===== src/rtl/frame_writer.sv =====
// Raster-order frame-buffer writer: accepts a pixel stream framed by pix_sof and
// issues one registered RAM write per pixel, with frame completion/abort pulses.
module frame_writer #(
  parameter int unsigned H_RES  = 320,
  parameter int unsigned V_RES  = 240,
  parameter int unsigned ADDR_W = 19
) (
  input  logic              clock,
  input  logic              reset,
  input  logic              init_done,
  input  logic [7:0]        pix_data,
  input  logic              pix_valid,
  input  logic              pix_sof,
  output logic              pix_ready,
  output logic [ADDR_W-1:0] ram_address,
  output logic [7:0]        ram_data,
  output logic              ram_wren,
  output logic              busy,
  output logic              frame_done,
  output logic              frame_err
);

  localparam int unsigned XW = (H_RES > 1) ? $clog2(H_RES) : 1;
  localparam int unsigned YW = (V_RES > 1) ? $clog2(V_RES) : 1;

  typedef enum logic {StIdle, StWrite} state_e;

  state_e            state_q, state_d;
  logic [XW-1:0]     x_q, x_d;
  logic [YW-1:0]     y_q, y_d;
  logic [ADDR_W-1:0] addr_q, addr_d;
  logic [ADDR_W-1:0] ram_address_d;
  logic [7:0]        ram_data_d;
  logic              ram_wren_d, frame_done_d, frame_err_d;
  logic              accept, last_px;

  assign pix_ready = init_done & reset;
  assign busy      = (state_q == StWrite);
  assign accept    = pix_valid & pix_ready;
  assign last_px   = (x_q == XW'(H_RES - 1)) && (y_q == YW'(V_RES - 1));

  always_comb begin
    state_d       = state_q;
    x_d           = x_q;
    y_d           = y_q;
    addr_d        = addr_q;
    ram_address_d = ram_address;
    ram_data_d    = ram_data;
    ram_wren_d    = 1'b0;
    frame_done_d  = 1'b0;
    frame_err_d   = 1'b0;

    unique case (state_q)
      StIdle: begin
        if (accept && pix_sof) begin
          state_d       = StWrite;
          ram_wren_d    = 1'b1;
          ram_address_d = '0;
          ram_data_d    = pix_data;
          x_d           = XW'(1);
          y_d           = '0;
          addr_d        = ADDR_W'(1);
        end
      end
      StWrite: begin
        if (!init_done) begin
          // RAM went away mid-frame: abandon silently.
          state_d = StIdle;
          x_d     = '0;
          y_d     = '0;
          addr_d  = '0;
        end else if (accept) begin
          ram_wren_d = 1'b1;
          ram_data_d = pix_data;
          if (pix_sof) begin
            // Early start-of-frame: restart the raster at the origin.
            frame_err_d   = 1'b1;
            ram_address_d = '0;
            x_d           = XW'(1);
            y_d           = '0;
            addr_d        = ADDR_W'(1);
          end else begin
            ram_address_d = addr_q;
            if (last_px) begin
              frame_done_d = 1'b1;
              state_d      = StIdle;
              x_d          = '0;
              y_d          = '0;
              addr_d       = '0;
            end else begin
              addr_d = addr_q + 1'b1;
              if (x_q == XW'(H_RES - 1)) begin
                x_d = '0;
                y_d = y_q + 1'b1;
              end else begin
                x_d = x_q + 1'b1;
              end
            end
          end
        end
      end
      default: state_d = StIdle;
    endcase
  end

  always_ff @(posedge clock) begin
    if (!reset) begin
      state_q     <= StIdle;
      x_q         <= '0;
      y_q         <= '0;
      addr_q      <= '0;
      ram_address <= '0;
      ram_data    <= '0;
      ram_wren    <= 1'b0;
      frame_done  <= 1'b0;
      frame_err   <= 1'b0;
    end else begin
      state_q     <= state_d;
      x_q         <= x_d;
      y_q         <= y_d;
      addr_q      <= addr_d;
      ram_address <= ram_address_d;
      ram_data    <= ram_data_d;
      ram_wren    <= ram_wren_d;
      frame_done  <= frame_done_d;
      frame_err   <= frame_err_d;
    end
  end

endmodule


===== config.mk =====
export PLATFORM = sky130hd
export DESIGN_NAME = frame_writer
export DESIGN_NICKNAME = d
export VERILOG_FILES = /design/src/rtl/frame_writer.sv
export SDC_FILE = /design/constraint.sdc
export NUM_CORES = 1
export LEC_CHECK = 0
export CAP_MARGIN = 20
export CELL_PAD_IN_SITES_DETAIL_PLACEMENT = 1
export CELL_PAD_IN_SITES_GLOBAL_PLACEMENT = 2
export CORE_ASPECT_RATIO = 0.9
export CORE_MARGIN = 10
export CORE_UTILIZATION = 36
export CTS_BUF_LIST = sky130_fd_sc_hd__clkbuf_2 sky130_fd_sc_hd__clkbuf_4 sky130_fd_sc_hd__clkbuf_8
export CTS_CLUSTER_SIZE = 14
export DETAILED_ROUTE_END_ITERATION = 10
export HOLD_SLACK_MARGIN = 0.1
export PLACE_DENSITY_LB_ADDON = 0.1
export SLEW_MARGIN = 30
export SYNTH_ARGS = -nofsm -noshare
export SYNTH_HDL_FRONTEND = slang
export SYNTH_SLANG_ARGS = --single-unit
export TNS_END_PERCENT = 10

===== constraint.sdc =====
create_clock -name clock -period 3.3 [get_ports clock]
set_clock_uncertainty 0.05 [all_clocks]
set_input_delay 0.66 -clock clock [delete_from_list [all_inputs] [get_ports clock]]
set_output_delay 0.66 -clock clock [all_outputs]
set_load 0.05 [all_outputs]

=== After elaboration in Yosys (flattened, before gate mapping) ===
Index checks and enable logic that the tools add are counted.
W data, S select, Z words.

* Bits in registers: 67
* Input bits: 13
* Word-level logic and storage cells: 72

* Add/sub/neg operators: 3
* Equality and inequality tests: 7
* Mux-type cells: 40
* Bitwise gates (word level): 6
* Reduce and logical (&&, ||, !) cells: 7

{| class="wikitable"
|+ Operators by type and width
! kind !! count
|-
| $mux W19 || 9
|-
| $pmux W19 S2 || 2
|-
| $mux W8 || 9
|-
| $mux W9 || 6
|-
| $pmux W8 S2 || 2
|-
| $add A19 B1 Y19 const B || 1
|-
| $pmux W9 S2 || 1
|-
| $add A9 B1 Y9 const B || 1
|-
| $eq A9 B9 Y1 const B || 1
|-
| $mux W1 || 9
|-
| $add A8 B1 Y8 const B || 1
|-
| $eq A8 B8 Y1 const B || 1
|-
| $reduce_and A3 Y1 || 2
|-
| $ne A5 B3 Y1 const B || 1
|-
| $reduce_or A5 Y1 || 1
|-
| $ne A2 B2 Y1 const B || 2
|-
| $not A1 Y1 || 4
|-
| $pmux W1 S2 || 2
|-
| $reduce_and A4 Y1 || 1
|-
| $ne A3 B2 Y1 const B || 1
|-
| $and A1 B1 Y1 || 2
|-
| $logic_and A1 B1 Y1 || 2
|-
| $ne A2 B1 Y1 const B || 1
|-
| $reduce_and A2 Y1 || 1
|}

=== Longest topological paths before layout ===
* Depth after elaboration: 7
* Mapped depth: 7
* Mapped depth without buffers: 6

=== Least setup slack after synthesis ===
Ideal clock, no wire load.

* Kind: input -> register
* From: in reset
* To: reg y_q[7]
* Arrival time: 1.934 ns
* Data required time: 3.134 ns
* Slack: 1.201 ns
* Stages: 7
* Path buffers: 2
* Path through: buf_4 -> a21boi_2 -> or2_1 -> buf_2 -> or4b_1 -> xor2_1 -> nor2_2

* Word-level cells in the longest chain between the ends: 5
* Elaborated cells between the ends (all ways): 6
* Classes of those cells: eq/ne (2); bitwise (2); reduce/logical (2)

{| class="wikitable"
|+ RTL lines
! what !! line !! text
|-
| start: declaration || 9 || <nowiki>input logic reset,</nowiki>
|-
| $and A1 B1 Y1 || 37 || <nowiki>assign pix_ready = init_done & reset;</nowiki>
|-
| $and A1 B1 Y1 || 39 || <nowiki>assign accept = pix_valid & pix_ready;</nowiki>
|-
| $logic_and A1 B1 Y1 || 55 || <nowiki>if (accept && pix_sof) begin</nowiki>
|-
| $ne A2 B2 Y1 (no source line) || n/a ||
|-
| $reduce_and A3 Y1 (no source line) || n/a ||
|-
| end signal: assignment || 120 || <nowiki>y_q <= y_d;</nowiki>
|-
| end: declaration || 30 || <nowiki>logic [YW-1:0] y_q, y_d;</nowiki>
|}

Parallel ways exist; a longest one is shown, timed or not.
A chain may end at the register's enable or synchronous reset.

=== Worst setup path in the final report ===
* From: in reset
* To: out pix_ready

* Word-level cells in the longest chain between the ends: 1

{| class="wikitable"
|+ RTL lines
! what !! line !! text
|-
| $and A1 B1 Y1 || 37 ||
|-
| end: declaration || 14 || <nowiki>output logic pix_ready,</nowiki>
|}

No other way between the ends.

==> impl_metrics.toml <==
[logic_synthesis]
synthArstFlopShare = 0
synth_top_area_cell = "dfxtp_1"
synth_flop_cell = "dfxtp_1"
ys_warn_count = 0
yosysUniqueCellTypes = 51
syn-num-nets = 336
synth_top_cell_area_share = 0.474
synth.area.top_cells = "dfxtp_1, nor2_1, a22oi_1, xor2_1, nand2_1"
synth_area_mm2 = 0.00283
synth.most_common_cell = "dfxtp_1"
synthCells = 320
avgSynthCellArea_um2 = 8.85
synth_seq_cells = 67
ys_seq_area_frac = 0.474
synth-edff-count = 0
ys_top_cells_by_count = "dfxtp_1, nor2_1, nand2_1, nand3_1, a22oi_1"

[clocking]
root_buffer = "clkbuf_8"
cts-hold-fix-buffers = 0
clockBufferDepth = 2
clk_pin_slew_ps = 70
post_cts_buffers = 0
clock_latency_ps = 330
cts.sinks = 67
cts_made_buffers = 9
cts_tree = "yes"
cts-htree-levels = 3
cts_resized = 0

[route]
met1Wirelength_um = 3680
via_per_inst = 5.25
met2_length_um = 3570
wl_met3_um = 327
vias = 2455
post_drt_wl_per_cell_um = 16.3
drc = 0
drtIter0Drc = 87
highest_layer = "met4"
ant_nets = 0
first_pass_iters = 4
drt_wl_total_um = 7640

[global_routing]
grt_pass1_wl_um = 13200
grt-ovfl-total = 0
grt_max_degree = 34
grt_pass1_vias = 2571
antenna_found_initial = 0
track_usage = 0.133

[cells_and_area]
final_util = 0.468
areaGrowthSynthToFinish_pct = 25.3
drive_above_1_share = 0.102
design_area_mm2 = 0.00355
layout.cells.non_filler = 468
diodes = 0
nets = 386

[placement]
place.gp.congestion = 0.761
dp_cells = 455
preCtsSetupSlack_ps = 605
hpwl_um = 5610
dpl_cell_area_mm2 = 0.00339
io_buffers = 44

[power]
leakagePower_nw = 1.31
powerDensity_mw_per_mm2 = 418
peakVddDrop_mv = 0.177
p_total_mw = 1.48

[die]
row_count = 30
dieHeight_um = 104
die_w_um = 113
io_pins = 45
core_area_mm2 = 0.00758
initial_utilization = 0.373
fp.dieArea_mm2 = 0.0118

[critical_path]
cp-end-kind = "primary output"
critPathMaxFanout = 9
max_stage_delay_ps = 490
r2r_slack_ps = 1010
path_class = "in2out"
path_buf_inv = 3
crit_arrival_ps = 1690
cp-start-kind = "primary input"
cp.required_ps = 2590
crit_top_cell = "buf_4"
path_cells = "clkdlybuf4s50_1 > buf_4 > and2_1 > buf_4"
cp_top_family = "buffers and inverters"
cpMaxStageDelayCell = "clkdlybuf4s50_1"

[sta]
slew_violations = 0
worst_pin_slew_ps = 580
final-setup-viol-count = 0
relSlewSlack = 0.612
finalWorstSetupSlack_ps = 899
rsz0062_at_grt = "false"
fin_crit_ps = 2400
max_freq_mhz = 417
final_hold_viol_count = 0
holdWs_ps = 408
setup_tns_ps = 0
fin_crit_sh = 0.728

[flow_run]
cap_violations = 0

[hold_path]
holdCritPathClass = "reg2reg"

[outcome]
status = "finished clean"
-- registers in the layout, indices dropped and copies added (netlist names) --
register	cells
frame_done	1
ram_wren	1
addr_q	19
busy	1
y_q	8
ram_address	19
x_q	9
frame_err	1
ram_data	8
-- worst min-delay path, delay by kind of cell, from the launching register on --
kind | cells | cell delay, ps
compound gates | 1 | 50
simple gates | 1 | 50
flops | 1 | 310
-- cell families (layout without fill, tap and decap cells) --
family / Yosys count / count (layout) / synth area share
adders and majority gates: 3 / 3 / 0.0133
and+or+nand+nor: 151 / 151 / 0.276
DFF: 67 / 67 / 0.474
AOI/OAI and AO/OA: 61 / 61 / 0.146
buffers and inverters: 17 / 69 / 0.0265
xor gates and xnor gates: 21 / 21 / 0.0650
-- layer usage --
metal  global-route usage  vias up
met4               0.0326        0
met5                    0        -
li1                     -     1223
met3               0.0450        4
met2                0.212       33
met1                0.166     1195
-- worst paths after layout --
| check | from | endpoint | depth (start not counted) |
|---|---|---|---|
| min | ram_data[7] | ram_data[7] | 2 |
| min reg2reg | ram_data[7] | ram_data[7] | 2 |
| max | reset | pix_ready | 4 |
| max reg2reg | x_q[0] | addr_q[7] | 6 |
-- cell type report --
type | instances | area (um2)
Sequential cell | 67 | 1340
Multi-Input combinational cell | 236 | 1420
Timing Repair Buffer | 52 | 498
Inverter | 4 | 15.0
Clock inverter | 3 | 17.5
Clock buffer | 10 | 138
Tap cell | 96 | 120
Fill cell | 889 | 4030
-- power by group --
group	switching (mW)	total, mW	internal [mW]
sequential	0.00623	0.820	0.814
clock	0.294	0.571	0.278
combinational	0.0594	0.0927	0.0333
-- cell usage in the layout (no fill, tap or decap), types with 2 or more instances in the layout --
cell             count
and4_1               3
nor3_1               3
clkinv_2             2
clkinv_1             2
inv_1                2
buf_4                9
and2_1               3
a21oi_1             17
clkbuf_8            10
or3_1                2
a21o_1               2
ha_1                 3
nand2_1             37
xnor2_1              5
nand4_1              9
and3_1               8
nor2_2               3
xor2_1              16
a22oi_1             20
nor2_1              46
clkdlybuf4s50_1     43
o21ai_0              5
nand3_1             21
a31oi_1              4
dfxtp_1             67
a211oi_1             2
(Power assumes the default switching activity.)
==> edit, RTL diff (config.mk and constraints unchanged) <==
Take the reset off `ram_address` and load it in a clocked block of its own.
--- a/src/rtl/frame_writer.sv
+++ b/src/rtl/frame_writer.sv
@@ -109,7 +109,6 @@
       x_q         <= '0;
       y_q         <= '0;
       addr_q      <= '0;
-      ram_address <= '0;
       ram_data    <= '0;
       ram_wren    <= 1'b0;
       frame_done  <= 1'b0;
@@ -119,7 +118,6 @@
       x_q         <= x_d;
       y_q         <= y_d;
       addr_q      <= addr_d;
-      ram_address <= ram_address_d;
       ram_data    <= ram_data_d;
       ram_wren    <= ram_wren_d;
       frame_done  <= frame_done_d;
@@ -127,5 +125,9 @@
     end
   end
 
+  always_ff @(posedge clock) begin
+    ram_address <= ram_address_d;
+  end
+
 endmodule
 
Check against the original RTL: differs if reset is asserted again (counterexample within 4 cycles, from zero or initial values and one cycle with reset low); with reset held inactive, the same outputs for 10 cycles.
==> edit against the original RTL <==
Sequential cell count stayed put; via count is 13% lower; largest power group unchanged; worst setup slack worse by 0.17 ns; synthesized cell count is 12% lower; power is 16% higher; core utilization is 0.52 points lower; synthesized area is 2.6% higher; wire length is 14% lower; non-clock buffer count is 1 lower; clock power is 34% higher; critical endpoint unchanged; final area is 3.7% higher; critical path type unchanged.
==> edit: results (changes against the original RTL) <==
| Metric | Value |
|---|---|
| Post-Syn Nets | 298 (-11%) |
| Final GP Congestion | 0.7565 (-0.54%) |
| Vias in the first global route | 2155 (-16%) |
| Clk_lat worst skew | 0.35 ns (+0.02 ns) |
| Clock slew at reported path FFs | 0.08 ns |
| Drt total wl | 6577 microns (-14%) |
| GR Util All Layers | 11.32% (-2.0 points) |
| Place WS | 0.5318 ns (-0.07306 ns) |
| Register area share after synthesis | 52.74% (+5.4 points) |
| Worst slew margin | 57.67% (-3.5 points) |
| Via-per-instance ratio | 4.852 (-7.5%) |
| Max VDD drop | 0.1889 mV (+6.9%) |
| Final period util | 78.01% (+5.3 points) |
| Placed Cells | 424 (-6.8%) |
| Top Registers | addr_q x19, ram_address x19, x_q x9 |
| Vias | 2135 (-13%) |
| Hold Vio Cnt, Final | 0 (unchanged) |
| Max Cap Viol | 0 (unchanged) |
| Worst hold path class | flop to flop |
| Count of flip-flops with a built-in enable after synthesis | 19 (+19) |
| CP max stage cell | clkdlybuf4s50_1 |
| RR Endpoint | addr_q[18] |
| DP HPWL | 4798 microns (-14%) |
| Crit-path max FO | 10 (+1) |
| First-pass GRT wire length | 11030 microns (-16%) |
| Synth top area cells | dfxtp_1, edfxtp_1, xor2_1 |
| Hold_sp | ram_data[7] |
| TritonCTS Buffers | 9 (unchanged) |
| R2r setup slk | 0.88 ns (-0.13 ns) |
| Clk buf depth | 2 (unchanged) |
| Static Leak | 1.299 nW (-1.1%) |
| Reg2reg path depth | 6 (unchanged) |
| Share of layout cells above drive strength 1 | 15.54% (+5.3 points) |
| Status | complete, no violations |
| Netlist cell types | 42 (-18%) |
| Top cells by count, synth | dfxtp_1, nand2_1, xor2_1, and2_1, nor2_2 |
| Placement Cell Area | 3460 sq um (+2.0%) |
| Post-synthesis cell count | 282 (-12%) |
| Post_cts resized | 0 (unchanged) |
| Largest net degree at the start of global routing | 27 (-21%) |
| Initial antenna violation count | 0 (unchanged) |
| CP delay by family, top | buffers and inverters |
| DRT iter0 DRCs | 35 (-60%) |
| Crit path largest cell delay | 0.62 ns (+0.13 ns) |
| Final #Nets | 352 (-8.8%) |
edit: cell families (layout without fill, tap and decap cells):
group | count (synthesis) | count (layout) | share of synthesized area [%]
adders and majority gates | 3 | 3 | 1.293
xor gates and xnor gates | 29 | 29 | 8.746
buffers and inverters | 13 | 72 | 3.102
AOI/OAI and AO/OA | 27 | 27 | 6.377
DFF | 67 | 67 | 52.74
and+or+nand+nor | 143 | 143 | 27.75
edit: metrics by stage:
step                      power [mW]  hold slack [ns]
final                          1.725           0.4160
after CTS                      1.748           0.4229
after global placement        0.9783           0.4045
after floorplan               0.9404           0.4084
after detailed placement      0.9800           0.4113
after global routing           1.785           0.4451
edit: how the worst max path moves through the flow:
stage | start | end | depth (start not counted)
2_1_floorplan | x_q[0] | addr_q[3] | 8
5_1_grt | reset | pix_ready | 4
3_5_place_dp | init_done | addr_q[17] | 6
6_report | reset | pix_ready | 4
4_1_cts | reset | pix_ready | 4
3_3_place_gp | init_done | addr_q[13] | 6
edit: where the power goes:
| part | switching (mW) | internal (mW) | total, mW |
|---|---|---|---|
| combinational | 0.0670 | 0.0382 | 0.105 |
| clock | 0.331 | 0.435 | 0.766 |
| sequential | 0.00476 | 0.849 | 0.854 |
| total | 0.403 | 1.32 | 1.72 |
edit: routing by layer:
| metal | track usage, % | vias up | share of wire, % |
|---|---|---|---|
| met3 | 4.231 | 10 | 5.1 |
| met2 | 17.78 | 31 | 46 |
| met1 | 13.68 | 1011 | 47 |
| met5 | 0 | - | 0 |
| met4 | 4.293 | 0 | 1.6 |
| li1 | - | 1083 | - |
edit: layout make-up:
cell class / instances / area (sq um)
Fill cell: 898 / 4272
Sequential cell: 67 / 1531
Multi-Input combinational cell: 202 / 1282
Timing Repair Buffer: 51 / 503.0
Clock buffer: 10 / 131.4
Tap cell: 99 / 123.9
Clock inverter: 6 / 88.84
Inverter: 5 / 18.77
edit: worst min-delay path, stage by stage, from the launching register on:
cell	delay, ns
dfxtp_1	0.31
nand2_1	0.05
a21boi_0	0.06
